**src/rtl/hog_axil_ctrl_regs_if.sv**
```systemverilog
// AXI4-Lite slave bus bundle for the HOG control register bank.
interface hog_axil_ctrl_regs_if #(
   parameter int C_S_AXI_GP_DATA_WIDTH = 32,
   parameter int C_S_AXI_GP_ADDR_WIDTH = 5
);
   logic [C_S_AXI_GP_ADDR_WIDTH-1:0]   s_axi_awaddr;
   logic [2:0]                         s_axi_awprot;
   logic                               s_axi_awvalid;
   logic                               s_axi_awready;
   logic [C_S_AXI_GP_DATA_WIDTH-1:0]   s_axi_wdata;
   logic [C_S_AXI_GP_DATA_WIDTH/8-1:0] s_axi_wstrb;
   logic                               s_axi_wvalid;
   logic                               s_axi_wready;
   logic [1:0]                         s_axi_bresp;
   logic                               s_axi_bvalid;
   logic                               s_axi_bready;
   logic [C_S_AXI_GP_ADDR_WIDTH-1:0]   s_axi_araddr;
   logic [2:0]                         s_axi_arprot;
   logic                               s_axi_arvalid;
   logic                               s_axi_arready;
   logic [C_S_AXI_GP_DATA_WIDTH-1:0]   s_axi_rdata;
   logic [1:0]                         s_axi_rresp;
   logic                               s_axi_rvalid;
   logic                               s_axi_rready;

   modport slave (
      input  s_axi_awaddr, s_axi_awprot, s_axi_awvalid,
      output s_axi_awready,
      input  s_axi_wdata, s_axi_wstrb, s_axi_wvalid,
      output s_axi_wready,
      output s_axi_bresp, s_axi_bvalid,
      input  s_axi_bready,
      input  s_axi_araddr, s_axi_arprot, s_axi_arvalid,
      output s_axi_arready,
      output s_axi_rdata, s_axi_rresp, s_axi_rvalid,
      input  s_axi_rready
   );

   modport master (
      output s_axi_awaddr, s_axi_awprot, s_axi_awvalid,
      input  s_axi_awready,
      output s_axi_wdata, s_axi_wstrb, s_axi_wvalid,
      input  s_axi_wready,
      input  s_axi_bresp, s_axi_bvalid,
      output s_axi_bready,
      output s_axi_araddr, s_axi_arprot, s_axi_arvalid,
      input  s_axi_arready,
      input  s_axi_rdata, s_axi_rresp, s_axi_rvalid,
      output s_axi_rready
   );
endinterface

```
**src/rtl/hog_axil_ctrl_regs.sv**
```systemverilog
// HOG accelerator control/status register bank behind the GP AXI4-Lite port.
// Eight word registers: start, image dimensions, HP base addresses, status
// (busy, sticky done/start_err) and interrupt enable.
module hog_axil_ctrl_regs #(
   parameter int C_S_AXI_GP_DATA_WIDTH = 32,
   parameter int C_S_AXI_GP_ADDR_WIDTH = 5,
   parameter int DIM_WIDTH             = 16
) (
   input  logic                 clk,
   input  logic                 rst,
   hog_axil_ctrl_regs_if.slave  s_axi,
   output logic                 start_o,
   output logic [DIM_WIDTH-1:0] width_o,
   output logic [DIM_WIDTH-1:0] height_o,
   output logic [31:0]          src_base_o,
   output logic [31:0]          dst_base_o,
   input  logic                 busy_i,
   input  logic                 done_i,
   output logic                 irq_o
);
   localparam int DW       = C_S_AXI_GP_DATA_WIDTH;
   localparam int SW       = DW / 8;
   localparam int ADDR_LSB = 2;
   localparam int IDX_W    = C_S_AXI_GP_ADDR_WIDTH - ADDR_LSB;

   localparam logic [IDX_W-1:0] REG_CTRL   = IDX_W'(0);
   localparam logic [IDX_W-1:0] REG_WIDTH  = IDX_W'(1);
   localparam logic [IDX_W-1:0] REG_HEIGHT = IDX_W'(2);
   localparam logic [IDX_W-1:0] REG_SRC    = IDX_W'(3);
   localparam logic [IDX_W-1:0] REG_DST    = IDX_W'(4);
   localparam logic [IDX_W-1:0] REG_STATUS = IDX_W'(5);
   localparam logic [IDX_W-1:0] REG_IRQEN  = IDX_W'(6);
   localparam logic [IDX_W-1:0] REG_RSVD   = IDX_W'(7);

   // Expand byte lane enables into a per-bit write mask.
   function automatic logic [DW-1:0] f_strb_mask(input logic [SW-1:0] strb);
      logic [DW-1:0] mask;
      mask = '0;
      for (int i = 0; i < SW; i++) mask[8*i +: 8] = {8{strb[i]}};
      return mask;
   endfunction

   logic                 r_aw_full, r_w_full, r_bvalid, r_rvalid;
   logic [IDX_W-1:0]     r_aw_idx;
   logic [DW-1:0]        r_w_data, r_rdata;
   logic [SW-1:0]        r_w_strb;
   logic [1:0]           r_bresp;
   logic [DIM_WIDTH-1:0] r_width, r_height;
   logic [31:0]          r_src, r_dst;
   logic                 r_irq_en, r_done, r_start_err, r_start_pend, r_start, r_irq;

   logic          w_awready, w_wready, w_arready;
   logic          w_aw_hs, w_w_hs, w_ar_hs, w_commit, w_start_req;
   logic [DW-1:0] w_wmask, w_rd_data;
   logic          w_unused;

   // Readies are forced low while reset is held so every output reads 0.
   assign w_awready = !rst && !r_aw_full && !r_bvalid;
   assign w_wready  = !rst && !r_w_full && !r_bvalid;
   assign w_arready = !rst && !r_rvalid;
   assign w_aw_hs   = s_axi.s_axi_awvalid && w_awready;
   assign w_w_hs    = s_axi.s_axi_wvalid && w_wready;
   assign w_ar_hs   = s_axi.s_axi_arvalid && w_arready;
   assign w_commit  = r_aw_full && r_w_full;
   assign w_wmask   = f_strb_mask(r_w_strb);
   assign w_start_req = w_commit && (r_aw_idx == REG_CTRL) && r_w_data[0] && r_w_strb[0];
   assign w_unused  = ^{s_axi.s_axi_awprot, s_axi.s_axi_arprot,
                        s_axi.s_axi_awaddr[ADDR_LSB-1:0], s_axi.s_axi_araddr[ADDR_LSB-1:0]};

   // Independent single-entry AW and W buffers; commit retires both and raises bvalid.
   always_ff @(posedge clk or posedge rst) begin
      if (rst) begin
         r_aw_full <= 1'b0;
         r_aw_idx  <= '0;
         r_w_full  <= 1'b0;
         r_w_data  <= '0;
         r_w_strb  <= '0;
         r_bvalid  <= 1'b0;
         r_bresp   <= 2'b00;
      end else begin
         if (w_aw_hs) begin
            r_aw_full <= 1'b1;
            r_aw_idx  <= s_axi.s_axi_awaddr[C_S_AXI_GP_ADDR_WIDTH-1:ADDR_LSB];
         end else if (w_commit) begin
            r_aw_full <= 1'b0;
         end
         if (w_w_hs) begin
            r_w_full <= 1'b1;
            r_w_data <= s_axi.s_axi_wdata;
            r_w_strb <= s_axi.s_axi_wstrb;
         end else if (w_commit) begin
            r_w_full <= 1'b0;
         end
         if (w_commit) begin
            r_bvalid <= 1'b1;
            r_bresp  <= (r_aw_idx == REG_RSVD) ? 2'b10 : 2'b00;
         end else if (s_axi.s_axi_bready) begin
            r_bvalid <= 1'b0;
         end
      end
   end

   // Byte-masked update of the read/write configuration registers.
   always_ff @(posedge clk or posedge rst) begin
      if (rst) begin
         r_width  <= '0;
         r_height <= '0;
         r_src    <= '0;
         r_dst    <= '0;
         r_irq_en <= 1'b0;
      end else if (w_commit) begin
         if (r_aw_idx == REG_WIDTH)
            r_width <= (r_width & ~w_wmask[DIM_WIDTH-1:0]) | (r_w_data[DIM_WIDTH-1:0] & w_wmask[DIM_WIDTH-1:0]);
         if (r_aw_idx == REG_HEIGHT)
            r_height <= (r_height & ~w_wmask[DIM_WIDTH-1:0]) | (r_w_data[DIM_WIDTH-1:0] & w_wmask[DIM_WIDTH-1:0]);
         if (r_aw_idx == REG_SRC)
            r_src <= (r_src & ~w_wmask[31:0]) | (r_w_data[31:0] & w_wmask[31:0]);
         if (r_aw_idx == REG_DST)
            r_dst <= (r_dst & ~w_wmask[31:0]) | (r_w_data[31:0] & w_wmask[31:0]);
         if (r_aw_idx == REG_IRQEN && r_w_strb[0])
            r_irq_en <= r_w_data[0];
      end
   end

   // Start pulse one edge after commit, sticky status bits (set beats W1C), registered irq.
   always_ff @(posedge clk or posedge rst) begin
      if (rst) begin
         r_start_pend <= 1'b0;
         r_start      <= 1'b0;
         r_start_err  <= 1'b0;
         r_done       <= 1'b0;
         r_irq        <= 1'b0;
      end else begin
         r_start_pend <= w_start_req && !busy_i;
         r_start      <= r_start_pend;
         if (w_start_req && busy_i)
            r_start_err <= 1'b1;
         else if (w_commit && r_aw_idx == REG_STATUS && r_w_strb[0] && r_w_data[2])
            r_start_err <= 1'b0;
         if (done_i)
            r_done <= 1'b1;
         else if (w_commit && r_aw_idx == REG_STATUS && r_w_strb[0] && r_w_data[1])
            r_done <= 1'b0;
         r_irq <= r_done && r_irq_en;
      end
   end

   // Read data mux on the incoming AR address; registers hold pre-write values this cycle.
   always_comb begin
      w_rd_data = '0;
      case (s_axi.s_axi_araddr[C_S_AXI_GP_ADDR_WIDTH-1:ADDR_LSB])
         REG_WIDTH:  w_rd_data = DW'(r_width);
         REG_HEIGHT: w_rd_data = DW'(r_height);
         REG_SRC:    w_rd_data = DW'(r_src);
         REG_DST:    w_rd_data = DW'(r_dst);
         REG_STATUS: w_rd_data = DW'({r_start_err, r_done, busy_i});
         REG_IRQEN:  w_rd_data = DW'(r_irq_en);
         default:    w_rd_data = '0;
      endcase
   end

   // Read channel: capture on AR handshake, hold until rready.
   always_ff @(posedge clk or posedge rst) begin
      if (rst) begin
         r_rvalid <= 1'b0;
         r_rdata  <= '0;
      end else if (w_ar_hs) begin
         r_rvalid <= 1'b1;
         r_rdata  <= w_rd_data;
      end else if (s_axi.s_axi_rready) begin
         r_rvalid <= 1'b0;
      end
   end

   assign s_axi.s_axi_awready = w_awready;
   assign s_axi.s_axi_wready  = w_wready;
   assign s_axi.s_axi_bvalid  = r_bvalid;
   assign s_axi.s_axi_bresp   = r_bresp;
   assign s_axi.s_axi_arready = w_arready;
   assign s_axi.s_axi_rvalid  = r_rvalid;
   assign s_axi.s_axi_rdata   = r_rdata;
   assign s_axi.s_axi_rresp   = 2'b00;
   assign start_o    = r_start;
   assign width_o    = r_width;
   assign height_o   = r_height;
   assign src_base_o = r_src;
   assign dst_base_o = r_dst;
   assign irq_o      = r_irq;
endmodule

```
**src/flat_wrapper.sv**
```systemverilog
// flat-port wrapper written by rule: the top's interface ports become plain ports
module hog_axil_ctrl_regs_flat 
#(
   parameter int C_S_AXI_GP_DATA_WIDTH = 32,
   parameter int C_S_AXI_GP_ADDR_WIDTH = 5,
   parameter int DIM_WIDTH             = 16
)
  (clk, rst, start_o, width_o, height_o, src_base_o, dst_base_o, busy_i, done_i, irq_o, s_axi_s_axi_awaddr, s_axi_s_axi_awprot, s_axi_s_axi_awvalid, s_axi_s_axi_awready, s_axi_s_axi_wdata, s_axi_s_axi_wstrb, s_axi_s_axi_wvalid, s_axi_s_axi_wready, s_axi_s_axi_bresp, s_axi_s_axi_bvalid, s_axi_s_axi_bready, s_axi_s_axi_araddr, s_axi_s_axi_arprot, s_axi_s_axi_arvalid, s_axi_s_axi_arready, s_axi_s_axi_rdata, s_axi_s_axi_rresp, s_axi_s_axi_rvalid, s_axi_s_axi_rready);
  hog_axil_ctrl_regs_if #(.C_S_AXI_GP_DATA_WIDTH(C_S_AXI_GP_DATA_WIDTH), .C_S_AXI_GP_ADDR_WIDTH(C_S_AXI_GP_ADDR_WIDTH)) s_axi_i ();
  input  logic clk;
  input  logic rst;
  output logic start_o;
  output logic [DIM_WIDTH-1:0] width_o;
  output logic [DIM_WIDTH-1:0] height_o;
  output logic [31:0] src_base_o;
  output logic [31:0] dst_base_o;
  input  logic busy_i;
  input  logic done_i;
  output logic irq_o;
  input wire logic [$bits(s_axi_i.s_axi_awaddr)-1:0] s_axi_s_axi_awaddr;
  input wire logic [$bits(s_axi_i.s_axi_awprot)-1:0] s_axi_s_axi_awprot;
  input wire logic [$bits(s_axi_i.s_axi_awvalid)-1:0] s_axi_s_axi_awvalid;
  output wire logic [$bits(s_axi_i.s_axi_awready)-1:0] s_axi_s_axi_awready;
  input wire logic [$bits(s_axi_i.s_axi_wdata)-1:0] s_axi_s_axi_wdata;
  input wire logic [$bits(s_axi_i.s_axi_wstrb)-1:0] s_axi_s_axi_wstrb;
  input wire logic [$bits(s_axi_i.s_axi_wvalid)-1:0] s_axi_s_axi_wvalid;
  output wire logic [$bits(s_axi_i.s_axi_wready)-1:0] s_axi_s_axi_wready;
  output wire logic [$bits(s_axi_i.s_axi_bresp)-1:0] s_axi_s_axi_bresp;
  output wire logic [$bits(s_axi_i.s_axi_bvalid)-1:0] s_axi_s_axi_bvalid;
  input wire logic [$bits(s_axi_i.s_axi_bready)-1:0] s_axi_s_axi_bready;
  input wire logic [$bits(s_axi_i.s_axi_araddr)-1:0] s_axi_s_axi_araddr;
  input wire logic [$bits(s_axi_i.s_axi_arprot)-1:0] s_axi_s_axi_arprot;
  input wire logic [$bits(s_axi_i.s_axi_arvalid)-1:0] s_axi_s_axi_arvalid;
  output wire logic [$bits(s_axi_i.s_axi_arready)-1:0] s_axi_s_axi_arready;
  output wire logic [$bits(s_axi_i.s_axi_rdata)-1:0] s_axi_s_axi_rdata;
  output wire logic [$bits(s_axi_i.s_axi_rresp)-1:0] s_axi_s_axi_rresp;
  output wire logic [$bits(s_axi_i.s_axi_rvalid)-1:0] s_axi_s_axi_rvalid;
  input wire logic [$bits(s_axi_i.s_axi_rready)-1:0] s_axi_s_axi_rready;
  assign s_axi_i.s_axi_awaddr = s_axi_s_axi_awaddr;
  assign s_axi_i.s_axi_awprot = s_axi_s_axi_awprot;
  assign s_axi_i.s_axi_awvalid = s_axi_s_axi_awvalid;
  assign s_axi_s_axi_awready = s_axi_i.s_axi_awready;
  assign s_axi_i.s_axi_wdata = s_axi_s_axi_wdata;
  assign s_axi_i.s_axi_wstrb = s_axi_s_axi_wstrb;
  assign s_axi_i.s_axi_wvalid = s_axi_s_axi_wvalid;
  assign s_axi_s_axi_wready = s_axi_i.s_axi_wready;
  assign s_axi_s_axi_bresp = s_axi_i.s_axi_bresp;
  assign s_axi_s_axi_bvalid = s_axi_i.s_axi_bvalid;
  assign s_axi_i.s_axi_bready = s_axi_s_axi_bready;
  assign s_axi_i.s_axi_araddr = s_axi_s_axi_araddr;
  assign s_axi_i.s_axi_arprot = s_axi_s_axi_arprot;
  assign s_axi_i.s_axi_arvalid = s_axi_s_axi_arvalid;
  assign s_axi_s_axi_arready = s_axi_i.s_axi_arready;
  assign s_axi_s_axi_rdata = s_axi_i.s_axi_rdata;
  assign s_axi_s_axi_rresp = s_axi_i.s_axi_rresp;
  assign s_axi_s_axi_rvalid = s_axi_i.s_axi_rvalid;
  assign s_axi_i.s_axi_rready = s_axi_s_axi_rready;
  hog_axil_ctrl_regs #(.C_S_AXI_GP_DATA_WIDTH(C_S_AXI_GP_DATA_WIDTH), .C_S_AXI_GP_ADDR_WIDTH(C_S_AXI_GP_ADDR_WIDTH), .DIM_WIDTH(DIM_WIDTH)) u_core (.clk(clk), .rst(rst), .s_axi(s_axi_i), .start_o(start_o), .width_o(width_o), .height_o(height_o), .src_base_o(src_base_o), .dst_base_o(dst_base_o), .busy_i(busy_i), .done_i(done_i), .irq_o(irq_o));
endmodule
```
**config.mk**
```make
export PLATFORM = sky130hd
export DESIGN_NAME = hog_axil_ctrl_regs_flat
export DESIGN_NICKNAME = d
export VERILOG_FILES = /design/src/rtl/hog_axil_ctrl_regs_if.sv /design/src/rtl/hog_axil_ctrl_regs.sv /design/src/flat_wrapper.sv
export SDC_FILE = /design/constraint.sdc
export NUM_CORES = 1
export LEC_CHECK = 0
export CAP_MARGIN = 20
export CORE_MARGIN = 1
export CORE_UTILIZATION = 52
export CTS_CLUSTER_SIZE = 40
export DETAILED_ROUTE_END_ITERATION = 8
export PLACE_DENSITY = 0.83
export RECOVER_POWER = 50
export SLEW_MARGIN = 25
export SYNTH_ARGS = -nofsm -noshare
export SYNTH_HDL_FRONTEND = slang
export SYNTH_SLANG_ARGS = --single-unit
```
**constraint.sdc**
```tcl
create_clock -name clk -period 9.1 [get_ports clk]
set_input_delay 0.91 -clock clk [delete_from_list [all_inputs] [get_ports clk]]
set_output_delay 0.91 -clock clk [all_outputs]
set_load 0.02 [all_outputs]
```
# [Yosys cells after proc, flatten, opt, wreduce, memory -nomap -nowiden]
# Index checks and enable logic that the tools add are counted.
[totals] ff_bits=179 latch_bits=0 ramBits=0 mem_bits_ro=0 inputBits=61 output_inout_bits=139 wordCells=95 n_memories=0
[op_classes] addsub=0 mul=0 div=0 n_lt_le_gt_ge=0 eq_ne=13 shifts=0 mux=13 bitwise_logic=12 reduce_logical=38
[op_table] cell="$pmux W32 S6" n=1
[op_table] cell="$and A32 B32 Y32" n=3
[op_table] cell="$or A32 B32 Y32" n=2
[op_table] cell="$and A16 B16 Y16" n=3
[op_table] cell="$not A32 Y32" n=1
[op_table] cell="$or A16 B16 Y16" n=2
[op_table] cell="$eq A3 B3 Y1 const B" n=7
[op_table] cell="$logic_and A1 B1 Y1" n=20
[op_table] cell="$not A16 Y16" n=1
[op_table] cell="$eq A3 B2 Y1 const B" n=4
[op_table] cell="$reduce_bool A2 Y1" n=6
[op_table] cell="$mux W1" n=11
[op_table] cell="$reduce_and A2 Y1" n=5
[op_table] cell="$eq A3 B1 Y1 const B" n=2
[op_table] cell="$logic_not A1 Y1" n=6
[op_table] cell="$logic_not A3 Y1" n=1
[op_table] cell="$mux W2" n=1

# [Longest topological paths before layout]
# Gate-level depths: netlist of run 1.
[depth] word_depth=6 ltp_mapped=6 depth_no_buf=4

# [Worst setup path before layout of run 1]
# No wires, ideal clock.
[synth_path] path_kind="input to register" start="input rst" end="register u_core.r_w_data[10]" setup_ns=0.125 t_arrival_ns=2.307 t_required_ns=8.975 slack_ns=6.668 path_stages=5 n_path_buf=2 path_cell_list="nor3_1 -> and2_1 -> buf_4 -> buf_4 -> mux2_2"
[synth_via] elab_chain_len=4
[synth_rtl] element="from (decl)" line="flat_wrapper.sv:11" text="input logic rst;"
[synth_rtl] element="$logic_not A1 Y1" line="hog_axil_ctrl_regs.sv:59" text="assign w_wready = !rst && !r_w_full && !r_bvalid;"
[synth_rtl] element="$logic_and A1 B1 Y1 (2 in series)" line="hog_axil_ctrl_regs.sv:59"
[synth_rtl] element="$logic_and A1 B1 Y1" line="hog_axil_ctrl_regs.sv:62" text="assign w_w_hs = s_axi.s_axi_wvalid && w_wready;"
[synth_rtl] element="to (signal assigned)" line="hog_axil_ctrl_regs.sv:89" text="r_w_data <= s_axi.s_axi_wdata;"
[synth_rtl] element="to (decl)" line="hog_axil_ctrl_regs.sv:45" text="logic [DW-1:0] r_w_data, r_rdata;"
# Every way passes these cells.
# A chain may end at the register's enable or synchronous reset.

==> flow_summary.json, run 1 <==
{
  "worstMarginPinSlew_ns": 3.92,
  "hp-class": "reg2reg",
  "setup_viol": 0,
  "cts_buffers": 17,
  "clockRootBuffer": "clkbuf_16",
  "seq_power_share_pct": 43.0,
  "viasPerCell": 5.73,
  "violations": "max-capacitance violations, max-slew violations",
  "clock-sinks": 178,
  "seq_area_frac_synth_pct": 60.0,
  "drv_slew": 140,
  "cp-start-kind": "primary input",
  "yosysMostFrequentCell": "dfrtp_1",
  "fin_total_pwr_mw": 3.01,
  "grt_max_degree": 93,
  "crit_required_ns": 9.56,
  "worstSetupEndpointType": "asynchronous set/reset pin",
  "synth_ff_type": "dfrtp_1",
  "crit_slowest_cell": "clkinvlp_2",
  "syn_avg_cell_area_um2": 13.4,
  "cap_violations": 3,
  "grt_pass1_wl_um": 30900,
  "p_comb_share_pct": 33.1,
  "path_class": "in2async",
  "power.density_nw_per_um2": 303,
  "report.final.hold_viol_count": 0,
  "yosys.cell_types.count": 43,
  "synth_top_area_share_pct": 60.0,
  "finalSetupTns_ns": 0,
  "status": "complete, but fails checks",
  "htreeDepth": 4,
  "synthArstFlopShare_pct": 100,
  "cts_resized": 0,
  "num-nets-final": 803,
  "drt_drc_violations_left": 0,
  "die_y_um": 121,
  "portBuffers": 186,
  "dieArea_um2": 14800,
  "synth-seq-cells": 178,
  "dp_hpwl_um": 12900,
  "synthToLayoutAreaGrowth_pct": 33.7,
  "clk_latency_ns": 0.43,
  "antenna_left": 0,
  "fillers": 961,
  "wl_met2_um": 9900,
  "wl_per_cell_um": 21.1,
  "io_pins": 200,
  "ir_drop_mv": 0.183,
  "diodes": 0,
  "finClkSkew_ns": 0.00865,
  "cts_tree": "done",
  "finalCriticalPeriod_ns": 4.22,
  "netSwitchingPower_mw": 1.02,
  "grt_util_all_layers_pct": 28.2,
  "layout.area.seq_um2": 4450,
  "syn-cell-area_um2": 7420,
  "drt-met1-wl_um": 8080,
  "rsz0062_at_grt": "no",
  "cts_hold_buffers": 0,
  "post-synth-top-area-cell": "dfrtp_1",
  "relSlewSlack_pct": -163,
  "fp-row-count": 43,
  "wl_um": 19700,
  "clk_pin_slew_ns": 0.06,
  "fin_crit_sh_pct": 46.4,
  "postCtsSetupBuffers": 0,
  "drive_above_1_share_pct": 20.1,
  "drt_pass1_iterations": 5,
  "power_leakage_nw": 4.44,
  "netlist_top_cells_area": "dfrtp_1, mux2_2, o21ai_0",
  "internal_power_mw": 1.99,
  "routabilityCongestion": 0.796,
  "multiInputGateArea_um2": 2680,
  "yosys-top-cells-count": "dfrtp_1, mux2_2, nand2_1",
  "clock_path_buffers": 2,
  "synth_edf_count": 0,
  "vias": 5355,
  "die_x_um": 121,
  "swShare_pct": 33.9,
  "netlist_instances": 556,
  "start_util_pct": 53.5,
  "coreArea_um2": 13900,
  "cp.arrival_ns": 4.68,
  "critPathBufInv": 3,
  "cp_cell_sequence": "dlygate4sd3_1, clkinvlp_2, buf_6",
  "yosys_warnings": 0,
  "fmax_mhz": 237,
  "grt_antenna_before_repair": 0,
  "highest_layer": "met4",
  "critPathTopFamily": "buffers and inverters",
  "grt_pass1_vias": 5755,
  "overflow": 0,
  "wl_met3_um": 1200,
  "drtIter0Drc": 269,
  "cp_max_fo": 92,
  "power_frac_clock_pct": 23.9,
  "max_stage_delay_ns": 2.20
}
==> area by class of cell <==
cell class / count / share of cell area [%]
clock buffers: 20 / 4.60
repair buffers: 193 / 19.3
multi-input cells: 334 / 27.0
clock inverters: 12 / 1.32
flip-flops and latches: 178 / 44.9
inverters: 18 / 0.693
well taps: 180 / 2.27
==> cell usage in the layout, fill, tap and decap left out, types with 2 or more instances in the layout <==
cell and instances:
nand3_1 2, clkinvlp_4 4, dlygate4sd3_1 47, nor2_1 14, clkinv_2 3, mux2i_1 16
buf_4 5, nand2b_1 5, a22oi_1 18, mux2_2 111, clkbuf_1 2, inv_1 17
clkbuf_8 2, dfrtp_1 178, mux2_1 21, o22a_1 2, a21oi_1 11, o21ai_0 37
nor3_1 5, a22o_1 2, nor3b_1 2, clkbuf_16 17, or3_1 2, bufinv_16 2
o2bb2ai_1 2, a311oi_1 3, conb_1 3, nand2_1 48, nor2b_1 2, clkdlybuf4s50_1 139
clkinv_4 2, o32ai_1 11, a21o_1 2
==> logic make-up after synthesis <==
kind of cell | after synthesis | share of synthesized area [%]
mux | 148 | 22.6
buf+inv | 46 | 2.95
flops | 178 | 60.0
simple gates | 91 | 6.44
other cells | 1 | 0.0505
compound gates | 92 | 7.99
==> path summary, 6_finish.rpt <==
kind	end	slack, ns	from	cells past startpoint
min in group asynchronous	u_core.r_w_data[0]	2.20	rst	2
max reg2reg	u_core.r_w_data[10]	5.57	u_core.r_w_full	3
min reg2reg	u_core.start_o	0.35	u_core.r_start_pend	0
min	u_core.start_o	0.35	u_core.r_start_pend	0
max	u_core.r_start_err	4.88	rst	3
max in group clk	u_core.r_w_data[10]	4.92	rst	4
==> worst register-to-register path: stages, from the launching register on <==
cell     delay [ns]
dfrtp_1        0.47
nor3_1         0.25
and2_0         2.18
mux2_2         0.50
==> routing by layer <==
layer  up-vias  track usage [%]
met3        38             6.58
li1       2359                -
met4         0             12.5
met2       213             46.2
met1      2745             35.7
met5         -                0
==> power by group through the flow <==
stage / clock network, mW / registers (mW) / logic, mW
4_1_cts: 0.723 / 1.29 / 1.05
3_5_place_dp: 0 / 1.30 / 1.04
3_3_place_gp: 0 / 1.27 / 1.01
5_1_grt: 0.759 / 1.33 / 1.06
2_1_floorplan: 0 / 1.44 / 0.393
6_report: 0.719 / 1.29 / 0.997
==> through the flow <==
step	hold slack [ns]	util [%]	cell area [µm²]	setup slack (ns)	std cells
floorplan	0.331	-	7430	3.36	558
global placement	0.342	67.9	9430	5.51	903
detailed placement	0.342	67.9	9430	5.39	903
CTS	0.359	72.2	10000	5.68	935
global route	0.372	71.5	9930	4.21	935
finish	0.351	71.5	9930	4.88	935
Note: power is estimated with default switching activity, not from simulation.
==> run 2, diff against run 1 <==
--- a/config.mk
+++ b/config.mk
@@ -7,10 +7,10 @@
 export LEC_CHECK = 0
 export CAP_MARGIN = 20
 export CORE_MARGIN = 1
-export CORE_UTILIZATION = 52
+export CORE_UTILIZATION = 44
 export CTS_CLUSTER_SIZE = 40
 export DETAILED_ROUTE_END_ITERATION = 8
-export PLACE_DENSITY = 0.83
+export PLACE_DENSITY = 0.75
 export RECOVER_POWER = 50
 export SLEW_MARGIN = 25
 export SYNTH_ARGS = -nofsm -noshare
==> constraint.sdc (replaced) <==
create_clock -name clk -period 3.4 [get_ports clk]
set_input_delay 0.34 -clock clk [delete_from_list [all_inputs] [get_ports clk]]
set_output_delay 0.34 -clock clk [all_outputs]
set_load 0.02 [all_outputs]
==> run 2 against run 1 <==
Critical endpoint is now u_core.s_axi.s_axi_rvalid; global-route usage shrank 4.9 points; register-to-register slack got worse by 4.6 ns; combinational power grew to 2.7 times the previous value; the run still ends with max-capacitance violations, max-slew violations left; largest cell class unchanged; worst setup slack got worse by 4.1 ns; largest power group unchanged; flip-flop and latch count unchanged; critical path depth is 2 higher; via count shrank 1.1%; first-iteration DRC count rose by 1.9%; non-clock buffer count grew 5; clock-buffer cell count fell by 3.
==> flow_summary.json, run 2 (same netlist as run 1, synthesis figures left out) <==
{
  "status": "complete, but fails checks",
  "violations": "max-capacitance violations, max-slew violations",
  "fillers": 1248,
  "relSlewSlack_pct": -25.2,
  "swShare_pct": 34.9,
  "die_y_um": 132,
  "hold_ws_ns": 0.358,
  "cp-start-kind": "primary input",
  "power.density_nw_per_um2": 807,
  "power_leakage_nw": 4.50,
  "finClkSkew_ns": 0.00999,
  "wl_um": 19400,
  "htreeDepth": 4,
  "num-nets-final": 808,
  "start_util_pct": 44.9,
  "fmax_mhz": 382,
  "clk_latency_ns": 0.43,
  "io_pins": 200,
  "grt_util_all_layers_pct": 23.3,
  "finalSetupTns_ns": 0,
  "setup_viol": 0,
  "cp_max_fo": 33,
  "fin_area_um2": 10100,
  "crit_required_ns": 3.61,
  "p_comb_share_pct": 33.4,
  "wl_per_cell_um": 19.8,
  "clock_path_buffers": 2,
  "synthToLayoutAreaGrowth_pct": 36.5,
  "cp_cell_sequence": "dlygate4sd3_1, nor2_1, nand2_1, clkbuf_1, o21ai_0",
  "max_stage_delay_ns": 1.34,
  "cts_hold_buffers": 0,
  "crit_slowest_cell": "clkbuf_1",
  "drt_drc_violations_left": 0,
  "cts_resized": 0,
  "cts_tree": "done",
  "critPathTopFamily": "buffers and inverters",
  "seq_power_share_pct": 42.3,
  "final_common_cell": "dfrtp_1",
  "drtIter0Drc": 274,
  "power_frac_clock_pct": 24.3,
  "rsz0062_at_grt": "no",
  "routabilityCongestion": 0.789,
  "fin_crit_sh_pct": 76.9,
  "vias": 5295,
  "drive_above_1_share_pct": 23.8,
  "overflow": 0,
  "dieArea_um2": 17400,
  "cap_violations": 2,
  "critPathBufInv": 2,
  "drv_slew": 71,
  "postCtsSetupBuffers": 0,
  "viasPerCell": 5.40,
  "path_class": "in2reg",
  "cts_buffers": 17,
  "clockRootBuffer": "clkbuf_16",
  "fp-row-count": 47,
  "place_area_um2": 9540,
  "worstMarginPinSlew_ns": 1.88,
  "final_cell_mix": "dfrtp_1, clkdlybuf4s50_1, mux2_2",
  "hp-class": "reg2reg",
  "report.final.hold_viol_count": 0,
  "finalCriticalPeriod_ns": 2.62,
  "grt_antenna_before_repair": 0,
  "cp.arrival_ns": 2.83,
  "ir_drop_mv": 0.401,
  "diodes": 0,
  "grt_max_degree": 73,
  "clock-sinks": 178,
  "portBuffers": 186,
  "dp_hpwl_um": 13300,
  "internal_power_mw": 5.32,
  "antenna_left": 0,
  "netSwitchingPower_mw": 2.86,
  "drt_pass1_iterations": 6,
  "coreArea_um2": 16500,
  "worstSetupEndpointType": "register",
  "grt_pass1_wl_um": 30700,
  "grt_pass1_vias": 5507,
  "clk_pin_slew_ns": 0.07,
  "die_x_um": 132
}
==> run 2: cell types whose count changed in the layout (fill, tap and decap cells not counted), moves of 3 or more <==
cell / delta
clkinv_2: -3
mux2_1: -16
nor2_4: +3
nor2_1: -7
dlygate4sd3_1: -9
clkdlybuf4s50_1: +9
clkinvlp_4: -4
inv_6: +5
mux2_4: +8
mux2_2: +8
clkinv_8: +5
nor2_2: +4
==> run 2: worst paths after layout <==
path	start	to	slack, ns	cells past startpoint
max	rst	u_core.s_axi.s_axi_rvalid	0.78	5
min	u_core.r_start_pend	u_core.start_o	0.36	0
max reg2reg	u_core.r_w_full	u_core.r_w_data[13]	0.96	4
min reg2reg	u_core.r_start_pend	u_core.start_o	0.36	0
max in group asynchronous	rst	asynchronous set/reset pin	1.47	3
min in group asynchronous	rst	u_core.s_axi.s_axi_rdata[30]	0.92	2
==> run 2: per-layer routing <==
metal  global-route usage [%]  part of all wire [%]
met1                     29.7                    42
met4                     8.14                   1.4
met5                        0                     0
met2                     38.5                    51
met3                     6.23                   6.2
==> run 2: power by group through the flow <==
stage               Sequential, mW  Clock (mW)  Combinational, mW
global route                  3.57        2.13               2.89
floorplan                     3.85           0               1.05
detailed placement            3.49           0               2.79
finish                        3.46        1.99               2.73
global placement              3.43           0               2.72
CTS                           3.46        2.03               2.80
==> run 2: area by class of cell <==
cell class              count  area, µm²  share of cell area (%)
clock buffers              17        425                    4.20
multi-input cells         334       2750                    27.1
well taps                 220        275                    2.72
repair buffers            198       1970                    19.4
inverters                  18       68.8                   0.679
flip-flops and latches    178       4450                    44.0
clock inverters            15        195                    1.93
==> run 2: metrics by stage <==
stage	utilization, %	worst slack, ns	cells	total power [mW]
floorplan	-	0.779	558	4.90
global placement	57.7	0.798	948	6.15
detailed placement	57.7	0.774	948	6.28
CTS	61.5	1.16	980	8.30
global route	61.3	0.561	980	8.58
finish	61.3	0.784	980	8.18
==> run 2: worst reg2reg max path, delay by kind of cell (launching register included) <==
family | cells | cell delay (ns)
buf+inv | 1 | 0.93
simple gates | 2 | 0.48
flops | 1 | 0.47
mux | 1 | 0.45
==> run 3, diff against run 2 <==
--- a/config.mk
+++ b/config.mk
@@ -7,10 +7,10 @@
 export LEC_CHECK = 0
 export CAP_MARGIN = 20
 export CORE_MARGIN = 1
-export CORE_UTILIZATION = 44
+export CORE_UTILIZATION = 48
 export CTS_CLUSTER_SIZE = 40
 export DETAILED_ROUTE_END_ITERATION = 8
-export PLACE_DENSITY = 0.75
+export PLACE_DENSITY = 0.77
 export RECOVER_POWER = 50
 export SLEW_MARGIN = 25
 export SYNTH_ARGS = -nofsm -noshare
==> constraint.sdc (replaced) <==
create_clock -name clk -period 2.45 [get_ports clk]
set_input_delay 0.245 -clock clk [delete_from_list [all_inputs] [get_ports clk]]
set_output_delay 0.245 -clock clk [all_outputs]
set_load 0.02 [all_outputs]
==> run 3 against run 2 <==
The run ends with design-rule violations, max-capacitance violations, max-slew violations left; clock power grew 30%; clock skew shrank 0.00077 ns; global-route usage grew 1.8 points; sequential share of layout area grew 0.20 points; via count grew 1.7%; critical path depth shrank 2; clock-buffer cell count grew 1; worst setup slack lost 0.48 ns; sequential power grew 39%; first-iteration DRC count grew 19%; wire length shrank 1.6%; non-clock buffer count grew 7; largest cell class unchanged; highest routed layer unchanged.
==> flow_summary.json, run 3 (same netlist as run 1, synthesis figures left out) <==
{
  "power_leakage_nw": 4.55,
  "finalCriticalPeriod_ns": 2.15,
  "seq_power_share_pct": 43.1,
  "die_y_um": 126,
  "num-nets-final": 815,
  "routabilityCongestion": 0.788,
  "power.density_nw_per_um2": 1110,
  "crit_required_ns": 2.20,
  "final_common_cell": "dfrtp_1",
  "fp-row-count": 45,
  "max_stage_delay_ns": 0.69,
  "finClkSkew_ns": 0.00922,
  "grt_pass1_wl_um": 30200,
  "dieArea_um2": 16000,
  "finalSetupTns_ns": 0,
  "drv_slew": 116,
  "cts_tree": "done",
  "drt_pass1_iterations": 7,
  "io_pins": 200,
  "postCtsSetupBuffers": 0,
  "power_frac_clock_pct": 23.2,
  "clock-sinks": 178,
  "report.final.hold_viol_count": 0,
  "grt_util_all_layers_pct": 25.1,
  "cp.arrival_ns": 1.90,
  "cts_buffers": 17,
  "p_comb_share_pct": 33.7,
  "worstSetupEndpointType": "output port",
  "r2r_start": "u_core.r_w_full",
  "place_area_um2": 9570,
  "htreeDepth": 4,
  "clockRootBuffer": "clkbuf_16",
  "swShare_pct": 34.6,
  "grt_pass1_vias": 5557,
  "relSlewSlack_pct": -5.47,
  "portBuffers": 186,
  "fin_crit_sh_pct": 87.6,
  "start_util_pct": 49.0,
  "rsz0062_at_grt": "no",
  "critPathBufInv": 2,
  "crit_start": "rst",
  "coreArea_um2": 15100,
  "status": "complete, but fails checks",
  "cap_violations": 1,
  "internal_power_mw": 7.30,
  "cp_cell_sequence": "dlygate4sd3_1, nor3_1, clkdlybuf4s50_1",
  "fillers": 1106,
  "crit_slowest_cell": "clkdlybuf4s50_1",
  "grt_max_degree": 116,
  "clk_latency_ns": 0.43,
  "wl_um": 19100,
  "cts_resized": 0,
  "drt_drc_violations_left": 2,
  "drtIter0Drc": 327,
  "path_class": "in2out",
  "wl_per_cell_um": 20.0,
  "clock_path_buffers": 2,
  "dp_hpwl_um": 13300,
  "final_cell_mix": "dfrtp_1, clkdlybuf4s50_1, mux2_2",
  "cp_max_fo": 4,
  "synthToLayoutAreaGrowth_pct": 35.9,
  "netSwitchingPower_mw": 3.86,
  "die_x_um": 126,
  "worstMarginPinSlew_ns": 1.58,
  "hp-class": "reg2reg",
  "fin_area_um2": 10100,
  "diodes": 0,
  "fmax_mhz": 466,
  "vias": 5387,
  "critPathTopFamily": "buffers and inverters",
  "ir_drop_mv": 0.725,
  "antenna_left": 0,
  "cts_hold_buffers": 0,
  "drive_above_1_share_pct": 24.8,
  "viasPerCell": 5.64,
  "hp-start": "u_core.r_start_pend",
  "setup_viol": 0,
  "grt_antenna_before_repair": 0,
  "violations": "design-rule violations, max-capacitance violations, max-slew violations",
  "cp-start-kind": "primary input",
  "overflow": 0,
  "clk_pin_slew_ns": 0.07
}
## run 3: cell count changes in the layout (fill, tap and decap cells not counted), sizes merged
| cell | change |
|---|---|
| clkdlybuf4s50 | -17 |
| buf | +6 |
| inv | -4 |
| dlygate4sd3 | +17 |
| clkbuf | +2 |
| clkinv | +2 |
| clkinvlp | +1 |
## run 3: path summary, 6_finish.rpt
path                                                to  slack [ns]  cells after the start
max                                s_axi_s_axi_awready        0.30                      3
min                                     u_core.start_o        0.36                      0
max reg2reg                        u_core.r_w_data[10]        0.39                      4
min reg2reg                             u_core.start_o        0.36                      0
max in group asynchronous  u_core.s_axi.s_axi_rdata[0]        0.44                      3
min in group asynchronous           u_core.r_w_strb[0]        0.72                      3
## run 3: layout make-up
cell class	instances	area (µm²)	area share (%)
sequential	178	4450	44.1
multi-input combinational	334	2760	27.4
timing repair buffer	205	2010	19.9
clock buffer	18	429	4.25
tap	188	235	2.33
clock inverter	14	131	1.30
inverter	18	68.8	0.682
## run 3: metal layers
| metal | share of wire (%) | wire length, µm | track usage [%] |
|---|---|---|---|
| met3 | 6.6 | 1260 | 7.51 |
| met4 | 1.3 | 252 | 8.36 |
| met1 | 42 | 7930 | 31.4 |
| met2 | 51 | 9660 | 41.9 |
| met5 | 0 | 0 | 0 |
## run 3: metrics by stage
step	power, mW	hold slack [ns]	cells	util (%)	worst slack, ns
after global routing	11.7	0.363	955	66.6	0.124
final	11.2	0.355	955	66.6	0.304
after detailed placement	8.75	0.337	923	63.2	0.272
after floorplan	6.81	0.318	558	-	-0.0756
after CTS	11.3	0.353	955	66.9	0.312
after global placement	8.56	0.341	923	63.2	0.351
## run 3: power groups by stage
stage	logic, mW	registers (mW)	clock network (mW)
6_report	3.77	4.81	2.59
5_1_grt	3.99	4.94	2.75
4_1_cts	3.91	4.81	2.63
3_5_place_dp	3.89	4.86	0
3_3_place_gp	3.79	4.77	0
2_1_floorplan	1.46	5.34	0
